[src/rtl/cdc_uart_tx.sv]
// cdc_uart_tx -- transmit half of the USB-CDC-to-UART bridge.
//
// Host bytes from the CDC OUT stream are queued in a DEPTH-byte FIFO and
// serialised 8N1 / 8E1 / 8O1 (one or two stop bits) on UART_TX. UART_DE
// drives an RS-485 transceiver, with de_guard cycles of lead before the
// first start bit of a burst and de_guard cycles of trail after the last
// stop bit. Back-to-back bytes inside a burst are sent with no gap. The
// baud divisor, parity mode, stop-bit count and guard time are latched
// when a burst begins and are held until it ends.
//
// Ports:
//   hclk, reset          clock; synchronous active-high reset
//   s_tvalid/s_tready/s_tdata   CDC OUT byte stream (s_tready registered)
//   baud_div             hclk cycles per bit (0 behaves as 1)
//   parity_mode          00/11 none, 01 even, 10 odd
//   two_stop             1 = two stop bits
//   de_guard             DE lead/trail in hclk cycles
//   UART_TX, UART_DE     serial data (idle high) and driver enable, both flops
//   busy                 FSM active or FIFO holding data
//   fifo_level           bytes currently held in the FIFO
//
// Optional feature, macro CDC_UART_TX_BREAK_EN: adds input break_req and a
// BREAK state that holds TX low (DE high) while break_req stays high, then
// one bit time of TX high before the usual end-of-stop decision.

module cdc_uart_tx #(
    parameter int DEPTH = 64,
    parameter int DIV_W = 16
) (
    input  logic                    hclk,
    input  logic                    reset,
    input  logic                    s_tvalid,
    output logic                    s_tready,
    input  logic [7:0]              s_tdata,
    input  logic [DIV_W-1:0]        baud_div,
    input  logic [1:0]              parity_mode,
    input  logic                    two_stop,
    input  logic [7:0]              de_guard,
`ifdef CDC_UART_TX_BREAK_EN
    input  logic                    break_req,
`endif
    output logic                    UART_TX,
    output logic                    UART_DE,
    output logic                    busy,
    output logic [$clog2(DEPTH):0]  fifo_level
);

    localparam int AW = $clog2(DEPTH);
    // One down-counter serves bit timing and guard timing.
    localparam int CW = (DIV_W > 8) ? DIV_W : 8;
    localparam logic [AW:0] FULL_LVL = (AW+1)'(DEPTH);

    typedef enum logic [2:0] {
        S_IDLE, S_LEAD, S_START, S_DATA, S_PARITY, S_STOP, S_TRAIL
`ifdef CDC_UART_TX_BREAK_EN
        , S_BREAK
`endif
    } state_t;

    // ---------------- FIFO ----------------
    logic [7:0]  mem_q [DEPTH];
    logic [AW:0] wptr_q, wptr_d, rptr_q, rptr_d;
    logic        s_tready_q;
    logic        push, pop, empty;
    logic [AW:0] level;

    assign push  = s_tvalid && s_tready_q;
    assign level = wptr_q - rptr_q;
    assign empty = (level == '0);
    assign wptr_d = wptr_q + (AW+1)'(push);
    assign rptr_d = rptr_q + (AW+1)'(pop);

    // ---------------- FSM state ----------------
    state_t       state_q, state_d;
    logic [CW-1:0] cnt_q, cnt_d;
    logic [2:0]   bit_q, bit_d;
    logic         stop2_q, stop2_d;        // first stop bit done, second pending
    logic [7:0]   sh_q;
    logic         tx_q, tx_d, de_q, de_d;
    logic         latch, stop_end, cnt_last;
`ifdef CDC_UART_TX_BREAK_EN
    logic         brk_rel_q, brk_rel_d;    // break released, sending the mark bit
`endif

    // Burst configuration, captured when leaving IDLE.
    logic [CW-1:0] div_q;
    logic [1:0]    par_q;
    logic          two_q;
    logic [7:0]    guard_q;
    logic          par_en, par_bit;

    assign par_en   = (par_q == 2'b01) || (par_q == 2'b10);
    assign par_bit  = (^sh_q) ^ (par_q == 2'b10);
    assign cnt_last = (cnt_q <= CW'(1));

    always_comb begin
        state_d  = state_q;
        cnt_d    = cnt_q;
        bit_d    = bit_q;
        stop2_d  = stop2_q;
        tx_d     = 1'b1;
        de_d     = 1'b1;
        pop      = 1'b0;
        latch    = 1'b0;
        stop_end = 1'b0;
`ifdef CDC_UART_TX_BREAK_EN
        brk_rel_d = brk_rel_q;
`endif
        case (state_q)
            S_IDLE: begin
                de_d = 1'b0;
`ifdef CDC_UART_TX_BREAK_EN
                if (break_req) begin
                    state_d   = S_BREAK;
                    latch     = 1'b1;
                    brk_rel_d = 1'b0;
                    tx_d      = 1'b0;
                    de_d      = 1'b1;
                end else
`endif
                if (!empty) begin
                    state_d = S_LEAD;
                    latch   = 1'b1;
                    cnt_d   = CW'(de_guard);
                    de_d    = 1'b1;
                end
            end
            S_LEAD: begin
                // A zero guard still spends one cycle here (counter reads 0).
                if (cnt_last) begin
                    state_d = S_START;
                    pop     = 1'b1;
                    cnt_d   = div_q;
                    tx_d    = 1'b0;
                end else begin
                    cnt_d = cnt_q - CW'(1);
                end
            end
            S_START: begin
                tx_d = 1'b0;
                if (cnt_last) begin
                    state_d = S_DATA;
                    bit_d   = 3'd0;
                    cnt_d   = div_q;
                    tx_d    = sh_q[0];
                end else begin
                    cnt_d = cnt_q - CW'(1);
                end
            end
            S_DATA: begin
                tx_d = sh_q[bit_q];
                if (cnt_last) begin
                    cnt_d = div_q;
                    bit_d = bit_q + 3'd1;      // wraps to 0 after bit 7
                    if (bit_q == 3'd7) begin
                        if (par_en) begin
                            state_d = S_PARITY;
                            tx_d    = par_bit;
                        end else begin
                            state_d = S_STOP;
                            stop2_d = 1'b0;
                            tx_d    = 1'b1;
                        end
                    end else begin
                        tx_d = sh_q[bit_d];
                    end
                end else begin
                    cnt_d = cnt_q - CW'(1);
                end
            end
            S_PARITY: begin
                tx_d = par_bit;
                if (cnt_last) begin
                    state_d = S_STOP;
                    stop2_d = 1'b0;
                    cnt_d   = div_q;
                    tx_d    = 1'b1;
                end else begin
                    cnt_d = cnt_q - CW'(1);
                end
            end
            S_STOP: begin
                if (cnt_last) begin
                    if (two_q && !stop2_q) begin
                        stop2_d = 1'b1;
                        cnt_d   = div_q;
                    end else begin
                        stop_end = 1'b1;
                    end
                end else begin
                    cnt_d = cnt_q - CW'(1);
                end
            end
            S_TRAIL: begin
                if (cnt_last) begin
                    state_d = S_IDLE;
                    de_d    = 1'b0;
                end else begin
                    cnt_d = cnt_q - CW'(1);
                end
            end
`ifdef CDC_UART_TX_BREAK_EN
            S_BREAK: begin
                if (!brk_rel_q) begin
                    tx_d = 1'b0;
                    if (!break_req) begin
                        brk_rel_d = 1'b1;
                        cnt_d     = div_q;
                        tx_d      = 1'b1;
                    end
                end else if (cnt_last) begin
                    stop_end = 1'b1;
                end else begin
                    cnt_d = cnt_q - CW'(1);
                end
            end
`endif
            default: begin
                state_d = S_IDLE;
                de_d    = 1'b0;
            end
        endcase

        // End of a stop (or post-break mark) bit: continue the burst with
        // no guard if data is waiting, otherwise start the DE trail.
        if (stop_end) begin
`ifdef CDC_UART_TX_BREAK_EN
            if (break_req) begin
                state_d   = S_BREAK;
                brk_rel_d = 1'b0;
                tx_d      = 1'b0;
            end else
`endif
            if (!empty) begin
                state_d = S_START;
                pop     = 1'b1;
                cnt_d   = div_q;
                tx_d    = 1'b0;
            end else begin
                state_d = S_TRAIL;
                cnt_d   = CW'(guard_q);
            end
        end
    end

    always_ff @(posedge hclk) begin
        if (reset) begin
            state_q    <= S_IDLE;
            cnt_q      <= '0;
            bit_q      <= '0;
            stop2_q    <= 1'b0;
            tx_q       <= 1'b1;
            de_q       <= 1'b0;
            wptr_q     <= '0;
            rptr_q     <= '0;
            s_tready_q <= 1'b0;
            div_q      <= CW'(1);
            par_q      <= 2'b00;
            two_q      <= 1'b0;
            guard_q    <= 8'd0;
`ifdef CDC_UART_TX_BREAK_EN
            brk_rel_q  <= 1'b0;
`endif
        end else begin
            state_q    <= state_d;
            cnt_q      <= cnt_d;
            bit_q      <= bit_d;
            stop2_q    <= stop2_d;
            tx_q       <= tx_d;
            de_q       <= de_d;
            wptr_q     <= wptr_d;
            rptr_q     <= rptr_d;
            // Ready reflects the post-update level, so a pop while full
            // re-opens the input only from the following cycle.
            s_tready_q <= ((wptr_d - rptr_d) != FULL_LVL);
`ifdef CDC_UART_TX_BREAK_EN
            brk_rel_q  <= brk_rel_d;
`endif
            if (latch) begin
                div_q   <= (baud_div == '0) ? CW'(1) : CW'(baud_div);
                par_q   <= parity_mode;
                two_q   <= two_stop;
                guard_q <= de_guard;
            end
        end
    end

    // Storage and shift register need no reset: they are only read after
    // a push / pop has written them.
    always_ff @(posedge hclk) begin
        if (push) mem_q[wptr_q[AW-1:0]] <= s_tdata;
        if (pop)  sh_q <= mem_q[rptr_q[AW-1:0]];
    end

    assign s_tready   = s_tready_q;
    assign UART_TX    = tx_q;
    assign UART_DE    = de_q;
    assign busy       = (state_q != S_IDLE) || !empty;
    assign fifo_level = level;

endmodule

[config.mk]
export PLATFORM = sky130hd
export DESIGN_NAME = cdc_uart_tx
export DESIGN_NICKNAME = d
export VERILOG_FILES = /design/src/rtl/cdc_uart_tx.sv
export SDC_FILE = /design/constraint.sdc
export NUM_CORES = 1
export LEC_CHECK = 0
export ABC_AREA = 1
export CAP_MARGIN = 20
export CORE_ASPECT_RATIO = 0.8
export CORE_MARGIN = 1.5
export CORE_UTILIZATION = 55
export DETAILED_ROUTE_END_ITERATION = 7
export GPL_TIMING_DRIVEN = 0
export PLACE_DENSITY = 0.72
export SLEW_MARGIN = 0
export SYNTH_ARGS = -nofsm -noshare
export SYNTH_HDL_FRONTEND = slang
export SYNTH_SLANG_ARGS = --single-unit
[constraint.sdc]
create_clock -name hclk -period 6.14 [get_ports hclk]
set_clock_uncertainty 0.2 [all_clocks]
set_input_delay 1.228 -clock hclk [delete_from_list [all_inputs] [get_ports hclk]]
set_output_delay 1.228 -clock hclk [all_outputs]
set_load 0.01 [all_outputs]
# Word-level counts from Yosys, hierarchy flattened
# Memory sizes are Yosys's and may differ from the RTL's. A register that Yosys moved wholly into a read port is not among the register bits.
# Cells that the tools add are included.
[classes]
n_eq_ne = 27
n_div = 0
n_mux = 54
addsub = 6
bitwise_logic = 1
shift = 0
n_reduce_logical = 20
multipliers = 0
order_cmp = 3
[op_table]
columns = ["cell", "count"]
rows = [
  ["two-way mux 16 bit", 8],
  ["one-hot mux 16 bit (4 select lines)", 1],
  ["two-way mux 3 bit", 10],
  ["two-way mux 1 bit", 28],
  ["inequality test 3 bit (second input constant)", 8],
  ["one-hot mux 3 bit (7 select lines)", 1],
  ["less-or-equal comparator 16 x 1 -> 1 bit (second input constant)", 1],
  ["logical NOT 16 bit", 1],
  ["inequality test 2 bit (second input constant)", 8],
  ["subtractor 16 x 1 -> 16 bit (second input constant)", 1],
  ["adder 7 x 1 -> 7 bit", 2],
  ["subtractor 7 bit", 2],
  ["== test 3 bit (second input constant)", 4],
  ["less-than comparator 3 x 4 -> 1 bit (second input constant)", 2],
  ["AND reduction 8 bit", 1],
  ["parity 8 bit", 1],
  ["logical NOT 7 bit", 1],
  ["inequality test 7 bit (second input constant)", 1],
  ["AND reduction 7 bit", 1],
  ["binary-select mux 1 bit (select 3 bit)", 2],
  ["== test 3 x 2 -> 1 bit (second input constant)", 2],
  ["one-hot mux 1 bit (3 select lines)", 2],
  ["one-hot mux 3 bit (2 select lines)", 1],
  ["nonzero test 3 bit", 2],
  ["other kinds (17)", 20],
]
[word_totals]
register_bits = 67
input_bits = 38
romBits = 0
memories = 1
ram_bits = 512
latch_bits = 0
[memory_table]
columns = ["name", "depth", "word_bits", "rd", "rd_clocked_by_memory_dff", "wr", "line", "text"]
rows = [
  ["mem_q", 64, 8, 1, 1, 1, "61", "logic [7:0] mem_q [DEPTH];"],
]

# Logic depth before layout (Yosys ltp)
# Gate-level depths: netlist of the first run.
[logic_depth]
ltp_word = 9
depth_mapped = 32
ltp_nobuf = 29

# Worst setup path before layout of the first run
# OpenSTA, ideal clock, no wires.
[synth_path]
path_type = "flip-flop to flip-flop"
start = "reg rptr_q[2]"
end = "reg s_tready_q, in the netlist s_tready"
slack_ns = 1.500
period_less_slack_ns = 4.640
path_stages_with_launch = 29
arrival_ns = 4.330
cell_sequence = "dfxtp_1 -> inv_1 -> clkbuf_1 -> buf_1 -> ha_1 -> buf_6 -> nand2_1 -> nand2_1 -> nor2_2 -> nand3_1 -> nor2_4 -> nand3_4 -> buf_2 -> nand2_1 -> o21ai_0 -> ha_1 -> xnor2_1 -> ha_1 -> nand2_1 -> nand2_1 -> nand2_1 -> nand2_1 -> or2_2 -> a21oi_1 -> nand2_1 -> nor2_1 -> nand3_1 -> nand2_1 -> inv_1"
[synth_between]
elab_chain_cells = 7
[synth_rtl]
columns = ["item", "line", "text"]
rows = [
  ["start: declaration", "62", "logic [AW:0] wptr_q, wptr_d, rptr_q, rptr_d;"],
  ["start signal: assignment", "272", "rptr_q <= rptr_d;"],
  ["subtractor 7 bit", "68", "assign level = wptr_q - rptr_q;"],
  ["via fifo_level[2]", "45", "output logic [$clog2(DEPTH):0] fifo_level"],
  ["logical NOT 7 bit", "69", "assign empty = (level == '0);"],
  ["two-way mux 1 bit", "234", "if (!empty) begin"],
  ["two-way mux 1 bit", "226", "if (stop_end) begin"],
  ["adder 7 x 1 -> 7 bit", "71", "assign rptr_d = rptr_q + (AW+1)'(pop);"],
  ["subtractor 7 bit", "275", "s_tready_q <= ((wptr_d - rptr_d) != FULL_LVL);"],
  ["inequality test 7 bit", "275", ""],
  ["end signal: assignment", "275", ""],
  ["end: declaration", "63", "logic s_tready_q;"],
]
# The timed path passes the listed nets, and every way through them passes these cells.
# A chain may end at the register's enable or synchronous reset.

# Worst setup path in the final report of the first run
[layout_path]
start = "reg rptr_q[2]"
end = "reg s_tready_q, in the netlist s_tready"
[layout_between]
elab_chain_cells = 7
[layout_rtl]
columns = ["item", "line"]
rows = [
  ["subtractor 7 bit", "68"],
  ["logical NOT 7 bit", "69"],
  ["two-way mux 1 bit", "234"],
  ["two-way mux 1 bit", "226"],
  ["adder 7 x 1 -> 7 bit *", "71"],
  ["subtractor 7 bit *", "275"],
  ["inequality test 7 bit *", "275"],
]
# Mark *: on every way between the ends. The rest lies on a longest branch, timed or not.

==> impl_metrics.toml, run 1 <==
[cells_and_area]
final_util_pct = 62.7
antenna_cells = 0
area_growth_pct = 12.6
drive_above_1_share_pct = 7.38
fillCellCount = 3546
fin_nets = 2511

[logic_synthesis]
synthCells = 2334
synthAdderAreaFrac_pct = 1.11
synth-xor-area-share_pct = 0.689
synth_top_family_by_area = "simple AND/OR/NAND/NOR gates"
ys_types = 42
synth_seq_area_share_pct = 66.7
yosysWarnings = 0
synth-seq-cells = 587
synth_area_per_cell_um2 = 10.9
syn-cell-area_um2 = 25400
yosys.area_share.simple_pct = 15.4
synthMuxAreaShare_pct = 0
synth-compound-area-share_pct = 12.0
synth_fp_nets = 2394

[clock_network]
cts_buffers = 55
htreeDepth = 2
cts.sinks = 587
clockRootBuffer = "clkbuf_16"
holdBufCountCts = 0
cts_tree = "done"
clockBufferDepth = 3
clk_pin_slew_worst_paths_ns = 0.07
clkLatencyLatePin_ns = 0.65

[worst_setup_path]
worstPathRequired_ns = 6.44
crit_fanout = 13
cp.arrival_ns = 6.09
r2r-end = "s_tready"
crit_path_start_kind = "flip-flop"
end_kind = "flip-flop"
cpMostUsedCell = "nand2_1"
worst-r2r-cell-count = 27
timing_worst_setup_path_type = "flip-flop to flip-flop"
cp_top_family = "buffers and inverters"
critPathMaxStageDelay_ns = 0.59
r2r_start = "rptr_q[2]"
crit_buf_inv = 6
cp_slowest_cell = "inv_1"
regToRegSetupSlack_ns = 0.35

[timing]
hold_viol = 0
worst_pin_slew_ns = 1.11
slew_headroom_pct = 25.7
fin_tns_setup_ns = 0
fin_crit_ns = 5.79
rsz0062_at_grt = "false"
final-max-slew-violation-count = 0
layout_setup_ws_ns = 0.346
setup_viol = 0
fmax_mhz = 173
hold_slack_ns = 0.262
fin_crit_sh_pct = 94.4

[place]
port_buffers = 48
globalplace.congestion = 0.970
dp_hpwl_um = 53000
place_ws_ns = 0.0494

[power]
power_w = 0.00957
power.density_nw_per_um2 = 335
leakage_nw = 9.99
max-vdd-ir-drop_uv = 234

[run_status]
status = "complete, no violations"

[drt]
drt_first_pass_iters = 7
routed_wl_um = 78500
met2_length_um = 34400
wl_met1_um = 29500
vias = 19800
first_iter_violations = 3441
vias_per_cell = 6.38
routed.top_layer = "met4"
drc = 0
dr_wl_met3_um = 10900
wl_per_cell_um = 25.3
antenna_left = 0

[die]
io_pins = 49
initial_core_util_pct = 55.7
fp-row-count = 70
die_x_um = 243
core_um2 = 45600
die_h_um = 195
die_area_um2 = 47500

[worst_hold_path]
worst_hold_path.endpoint = "stop2_q"
hold_class = "flip-flop to flip-flop"
hold_start = "stop2_q"
whs_path_depth = 2

[grt]
grt_max_degree = 53
grt_pass1_wl_um = 116000
grt_pass1_vias = 18700
antenna_found_initial = 0
gr-total-overflow = 0
track_usage_pct = 33.0

[flow_run]
maxCapViolCount = 0
-- state kept, by name (all words and copies together), names as in the netlist --
register and cells:
guard_q 8, two_q 1, stop2_q 1, bit_q 3
UART_TX 1, wptr_q 7, div_q 16, mem_q 512
sh_q 8, UART_DE 1, cnt_q 16, state_q 3
rptr_q 7, par_q 2, s_tready 1
-- synthesized netlist by cell type --
cell type / n / share of area [%]
a21o_1: 1 / 0.030
nor3_1: 5 / 0.098
inv_2: 9 / 0.13
clkinv_1: 4 / 0.059
buf_1: 4 / 0.059
a2111oi_0: 1 / 0.034
inv_1: 110 / 1.6
edfxtp_1: 520 / 61
o21ai_0: 316 / 6.2
o21ai_1: 6 / 0.12
a211oi_1: 4 / 0.12
fa_1: 1 / 0.079
dfxtp_1: 67 / 5.3
nor4_1: 4 / 0.098
buf_2: 36 / 0.71
buf_6: 3 / 0.13
a21oi_2: 1 / 0.034
nand2_4: 2 / 0.089
nand3_4: 1 / 0.069
ha_1: 21 / 1.0
clkbuf_1: 79 / 1.2
nand4_1: 20 / 0.49
or2_2: 5 / 0.12
nand3_1: 145 / 2.9
o21bai_1: 1 / 0.030
xor2_1: 11 / 0.38
nor2_1: 457 / 6.7
nand3b_1: 6 / 0.18
nand2_1: 273 / 4.0
a21oi_1: 33 / 0.65
nand3_2: 2 / 0.079
buf_4: 4 / 0.12
o22ai_1: 39 / 0.96
xnor2_1: 9 / 0.31
nand2_2: 4 / 0.098
or2_0: 1 / 0.025
o211ai_1: 26 / 0.77
nor3_2: 1 / 0.039
nor2_2: 8 / 0.20
a41oi_1: 1 / 0.034
o221ai_1: 88 / 3.0
nor2_4: 5 / 0.22
-- per-layer routing --
layer  vias to the layer above  global-route usage (%)
li1                       8608                       -
met1                      9445                    44.6
met2                      1483                    50.2
met3                       277                    9.68
met4                         0                    13.9
met5                         -                       0
-- tightest hold or removal path: cells and delay by family (launching register included) --
family	cells	cell delay [ns]
flip-flops	1	0.30
buffers and inverters	1	0.06
AO/OA/AOI/OAI	1	0.06
-- cells in the final DEF (no fill, tap or decap), types with 5 or more instances in the layout --
cell type,n
buf_4,8
a21oi_1,33
buf_12,9
o21ai_1,6
o211ai_1,26
nand3b_1,6
clkinv_1,16
o21ai_0,316
clkbuf_1,86
clkbuf_16,55
ha_1,21
xor2_1,11
nand2_1,273
nand4_1,20
inv_2,9
buf_2,45
bufinv_16,5
nor2_4,5
nand3_1,145
edfxtp_1,520
nor2_1,457
dfxtp_1,66
nor2_2,8
clkdlybuf4s50_1,40
nor3_1,5
inv_1,110
clkinvlp_4,6
o221ai_1,88
xnor2_1,9
o22ai_1,39
or2_2,5
-- metrics by stage --
stage | instance area [µm²] | instances
floorplan | 25400 | 2334
global placement | 26700 | 2994
detailed placement | 26800 | 3003
CTS | 28600 | 3103
global route | 28600 | 3106
finish | 28600 | 3106
-- cells by family after synthesis --
kind of cell | after synthesis
compound gates | 517
xor+xnor | 20
fa+ha+maj | 22
buf+inv | 249
flops | 587
simple gates | 939
-- worst max path at each step --
stage                         start  endpoint  slack [ns]  cells past startpoint
final                     rptr_q[2]  s_tready        0.35                     27
after global routing      rptr_q[1]  s_tready      0.0009                     27
after CTS                 rptr_q[1]  s_tready        0.02                     27
after detailed placement  rptr_q[1]  s_tready        0.05                     27
after global placement    rptr_q[1]  s_tready       -0.07                     27
after floorplan           rptr_q[2]  s_tready        1.50                     28
-- report_power, final --
part,switching [W],internal (W)
Combinational,0.00107,0.000509
Sequential,0.000112,0.00447
Clock,0.00153,0.00188
-- cell type report --
class | count | area (µm²) | area share, %
multi-input cells | 1498 | 7440 | 26.0
repair buffers | 62 | 656 | 2.29
well taps | 612 | 766 | 2.68
clock buffers | 66 | 1430 | 4.99
plain buffers | 124 | 551 | 1.92
inverters | 123 | 465 | 1.63
clock inverters | 34 | 347 | 1.21
flip-flops and latches | 587 | 17000 | 59.3
-- what timing repair did --
| action | 4_1_cts | 5_1_grt |
|---|---|---|
| setup buffers | 0 | 5 |
| endpoints found under the setup margin | 0 | 1 |
| gates resized for setup | 0 | 5 |
Power figures use the tool's default switching activity.
==> inputs of run 2 (changes only) <==
--- a/config.mk
+++ b/config.mk
@@ -6,7 +6,7 @@
 export NUM_CORES = 1
 export LEC_CHECK = 0
 export ABC_AREA = 1
-export CAP_MARGIN = 20
+export CAP_MARGIN = 0
 export CORE_ASPECT_RATIO = 0.8
 export CORE_MARGIN = 1.5
 export CORE_UTILIZATION = 55
==> run 2 against run 1 <==
  * Combinational power barely moved
  * Final area fell by 0.23%
  * Register-to-register slack got worse by 0.08 ns
  * Hold slack improved by 0.0026 ns
  * Global-route usage fell by 0.27 points
  * Worst setup slack got worse by 0.078 ns
  * Critical endpoint unchanged
==> impl_metrics.toml, run 2 (synthesis results as in run 1) <==
[run_status]
status = "complete, no violations"

[grt]
grt_pass1_vias = 18600
met1_usage_pct = 45.4
grtUsageMet3_pct = 7.96
gr-total-overflow = 0
grt_busiest_layer = "met2"
antenna_found_initial = 0
grt_use_met2_pct = 49.2
grt_pass1_wl_um = 115000
track_usage_pct = 32.7
grt_max_degree = 53

[die]
fp-row-count = 70
die_h_um = 195
die_area_um2 = 47500
die_x_um = 243
initial_core_util_pct = 55.7
io_pins = 49
core_um2 = 45600

[worst_hold_path]
hold_class = "flip-flop to flip-flop"
worst_hold_path.endpoint = "stop2_q"
hold_start = "stop2_q"
whs_path_depth = 2

[clock_network]
clkLatencyLatePin_ns = 0.64
htreeDepth = 2
cts_tree = "done"
clk_pin_slew_worst_paths_ns = 0.07
clockRootBuffer = "clkbuf_16"
holdBufCountCts = 0
cts.sinks = 587
cts_buffers = 55
clockBufferDepth = 3

[worst_setup_path]
cp_top_family = "simple AND/OR/NAND/NOR gates"
cp_slowest_cell = "dfxtp_1"
worst-r2r-cell-count = 26
cp.arrival_ns = 6.15
timing_worst_setup_path_type = "flip-flop to flip-flop"
critPathMaxStageDelay_ns = 0.75
r2r-end = "s_tready"
cpMostUsedCell = "nand2_1"
crit_path_start_kind = "flip-flop"
path_depth = 26
crit_buf_inv = 5
r2r_start = "rptr_q[1]"
worstPathRequired_ns = 6.42
regToRegSetupSlack_ns = 0.27
end_kind = "flip-flop"
crit_fanout = 10

[drt]
drc = 0
antenna_left = 0
drt_first_pass_iters = 6
vias_per_cell = 6.35
wl_per_cell_um = 25.2
first_iter_violations = 3522
vias = 19700
routed_wl_um = 78100

[cells_and_area]
antenna_cells = 0
area_growth_pct = 12.3
largest_reg_flops = 512
fin_nets = 2506
final_cell_mix = "edfxtp_1 (520), nor2_1 (457), o21ai_0 (315), nand2_1 (273), nand3_1 (145)"
fin_cells = 3102
final_common_cell = "edfxtp_1"
stdcell_area_um2 = 28500
drive_above_1_share_pct = 7.27

[place]
place_inst = 3002
placed_area_um2 = 26800
dp_hpwl_um = 52900
place_ws_ns = -0.221
globalplace.congestion = 0.970
port_buffers = 48

[timing]
fmax_mhz = 170
setup_viol = 0
fin_crit_sh_pct = 95.6
hold_viol = 0
rsz0062_at_grt = "false"
slew_headroom_pct = 25.3
worst_pin_slew_ns = 1.12
layout_setup_ws_ns = 0.268
fin_crit_ns = 5.87
fin_tns_setup_ns = 0
final-max-slew-violation-count = 0

[power]
power_w = 0.00956
max-vdd-ir-drop_uv = 269
leakage_nw = 9.97
power.density_nw_per_um2 = 335

[flow_run]
maxCapViolCount = 0
-- run 2: metrics by stage --
step | hold WS [ns] | util, %
6_report | 0.265 | 62.6
5_1_grt | 0.289 | 62.6
4_1_cts | 0.264 | 62.5
3_5_place_dp | 0.255 | 58.7
3_3_place_gp | 0.244 | 58.4
2_1_floorplan | 0.229 | -
-- run 2: layout make-up --
| type | instances | area (µm²) |
|---|---|---|
| clock inverters | 33 | 332 |
| plain buffers | 125 | 554 |
| multi-input cells | 1498 | 7440 |
| fillers | 3581 | 17100 |
| clock buffers | 68 | 1430 |
| repair buffers | 56 | 601 |
| well taps | 612 | 766 |
| flip-flops and latches | 587 | 17000 |
| inverters | 123 | 465 |
-- run 2: power breakdown --
group          switching [W]  leakage (nW)  internal (W)  total (W)
Combinational        0.00108          3.89      0.000509    0.00159
Sequential          0.000113          5.22       0.00447    0.00458
Clock                0.00153         0.855       0.00187    0.00339
Total                0.00272          9.97       0.00685    0.00956
-- run 2: worst reg2reg max path, cell delays in order (launching register included) --
cell	delay, ns
dfxtp_1	0.75
inv_1	0.17
clkbuf_1	0.35
clkbuf_2	0.41
ha_1	0.40
nand2_1	0.07
nor2_1	0.04
nand2_1	0.09
nand3_1	0.10
nand2_1	0.09
nand2_2	0.11
nand3_4	0.17
buf_2	0.32
nand2_1	0.25
o21ai_2	0.30
ha_1	0.29
nand3_1	0.11
nand2_1	0.12
o21ai_0	0.17
ha_1	0.37
or2_2	0.30
a21oi_1	0.14
nand2_1	0.07
nor2_1	0.09
nand3_1	0.09
nand2_1	0.12
inv_1	0.05
-- run 2: worst max-delay path by stage --
stage                         start  endpoint  slack (ns)
final                     rptr_q[1]  s_tready        0.27
after global routing      rptr_q[3]  s_tready        0.02
after CTS                 rptr_q[3]  s_tready        0.01
after detailed placement  rptr_q[1]  s_tready       -0.22
after global placement    rptr_q[1]  s_tready       -0.07
after floorplan           rptr_q[2]  s_tready        1.50
-- run 2: layer usage --
| metal | share of wire (%) | wire, µm | vias to the layer above |
|---|---|---|---|
| met3 | 14 | 10600 | 262 |
| li1 | - | - | 8580 |
| met2 | 44 | 34100 | 1502 |
| met5 | 0 | 0 | - |
| met4 | 4.8 | 3720 | 0 |
| met1 | 38 | 29700 | 9369 |
-- run 2: timing repair --
action	CTS	global route
gates resized for setup	2	3
pin swaps	0	0
setup buffers	0	0
gates cloned	0	0
setup endpoints to repair	1	1
==> RTL edit, RTL diff (flow settings as in run 2) <==
Encoding of `state_t`: now one-hot (7 bits for 7 states).
--- a/src/rtl/cdc_uart_tx.sv
+++ b/src/rtl/cdc_uart_tx.sv
@@ -50,8 +50,8 @@
     localparam int CW = (DIV_W > 8) ? DIV_W : 8;
     localparam logic [AW:0] FULL_LVL = (AW+1)'(DEPTH);
 
-    typedef enum logic [2:0] {
-        S_IDLE, S_LEAD, S_START, S_DATA, S_PARITY, S_STOP, S_TRAIL
+    typedef enum logic [6:0] {
+        S_IDLE = 7'b0000001, S_LEAD = 7'b0000010, S_START = 7'b0000100, S_DATA = 7'b0001000, S_PARITY = 7'b0010000, S_STOP = 7'b0100000, S_TRAIL = 7'b1000000
 `ifdef CDC_UART_TX_BREAK_EN
         , S_BREAK
 `endif
Behaviour: no difference found for any inputs over 4 cycles, from zero or initial values and one cycle with reset high; so few cycles prove little.
==> RTL edit against run 2 <==
Synthesized area increased by 0.61%; wire length shrank 1.8%; cell area rose by 0.46%; power is 2.3% lower; synthesized cell count rose by 1.5%; setup slack worse by 0.0075 ns; sequential cell count is 4 higher; critical path type unchanged; critical endpoint unchanged; highest routed layer is now met5.
==> RTL edit: results (changes against run 2) <==
- Outcome: complete, no violations
- Syn Nets: 2430 (+1.5%)
- # fillers: 3666 (+2.4%)
- Top cells by area, synth: edfxtp_1 (61%), nand2_1 (6.3%), nor2_1 (5.7%)
- Layout Cells excl Fill: 3137 (+1.1%)
- Place WS: -0.1133 ns (+0.1081 ns)
- Placed Cells: 3037 (+1.2%)
- Leak: 10.28 nW (+3.1%)
- Initial antenna violation count: 2 (+2)
- Least-Margin Pin Slew: 1.103 ns (-0.01287 ns)
- Distinct cells, synth: 43 (+2.4%)
- Met3 Wirelength: 10.72 mm (+0.84%)
- Initial DRC Count: 2626 (-25%)
- WL final: 76.77 mm (-1.8%)
- Gpl congestion: 0.9642 (-0.56%)
- Met3 layer usage reported by global route: 9.672% (+1.7 points)
- Met1 global-route usage: 46.37% (+1.0 points)
- Syn_area_per_cell: 10.79 um2 (-0.92%)
- First-pass DRT Iterations: 5 (-1)
- Met2 Resource Use GR: 45.70% (-3.5 points)
- Tot GR Track Use: 32.11% (-0.62 points)
- Vias in the first global route: 18220 (-2.1%)
- Placed cell areas: 0.02693 mm2 (+0.57%)
- Largest net degree at the start of global routing: 48 (-9.4%)
- Max IR drop VDD: 0.0002519 V (-6.5%)
- DRT met1 WL: 30.56 mm (+2.7%)
- CP max stage cell: clkbuf_1
- Multi-input logic area: 0.007530 mm2 (+1.1%)
- Wire length on met2: 32.25 mm (-5.3%)
- Fin nets: 2540 (+1.4%)
- CP peak stage delay: 0.84 ns (+0.09 ns)
- Top cell types by occurrence after synthesis: edfxtp_1 (520), nand2_1 (429), nor2_1 (386)
- Sequential area share after synthesis: 66.63% (-0.092 points)
- P_int: 6.777 mW (-1.0%)
- DP HPWL: 51.80 mm (-2.0%)
- Post-synth EDFFs: 520 (unchanged)
- Highest routed layer: met5
- TritonCTS buffer count: 56 (+1.8%)
- First-pass GRT wire length: 113.0 mm (-1.6%)
-- RTL edit: layout make-up --
class	instances	share of cell area (%)
Buffer	121	1.885
Clock buffer	65	5.005
Clock inverter	38	1.082
Inverter	122	1.597
Multi-Input combinational cell	1533	26.26
Sequential cell	591	59.42
Tap cell	612	2.670
Timing Repair Buffer	55	2.086
-- RTL edit: power by group through the flow --
stage	Clock, mW	Sequential (mW)	Combinational [mW]
after floorplan	0	4.66	0.902
after global placement	0	4.69	1.29
after detailed placement	0	4.68	1.32
after CTS	3.38	4.60	1.33
after global routing	3.53	4.61	1.50
final	3.39	4.60	1.35
-- RTL edit: what timing repair did --
item	CTS	global route
setup endpoints to repair	1	1
gates resized for setup	2	2
hold buffers	0	0
gates cloned	0	0
-- RTL edit: path summary, 6_finish.rpt --
| kind | from | to | slack, ns | depth (start not counted) |
|---|---|---|---|---|
| worst max-delay path | rptr_q[2]$_SDFF_PP0_ | s_tready$_SDFF_PP0_ | 0.26 | 24 |
| worst min-delay path | div_q[3]$_SDFFE_PP0P_ | div_q[3]$_SDFFE_PP0P_ | 0.27 | 2 |
| worst min register to register | div_q[3]$_SDFFE_PP0P_ | div_q[3]$_SDFFE_PP0P_ | 0.27 | 2 |
| worst max register to register | rptr_q[2]$_SDFF_PP0_ | s_tready$_SDFF_PP0_ | 0.26 | 24 |
-- RTL edit: cell families after synthesis --
logic type,synth area share (%)
muxes,0.9395
buffers and inverters,3.924
DFF,66.63
AOI/OAI and AO/OA,10.63
xor gates and xnor gates,0.6851
and+or+nand+nor,16.08
adders and majority gates,1.106
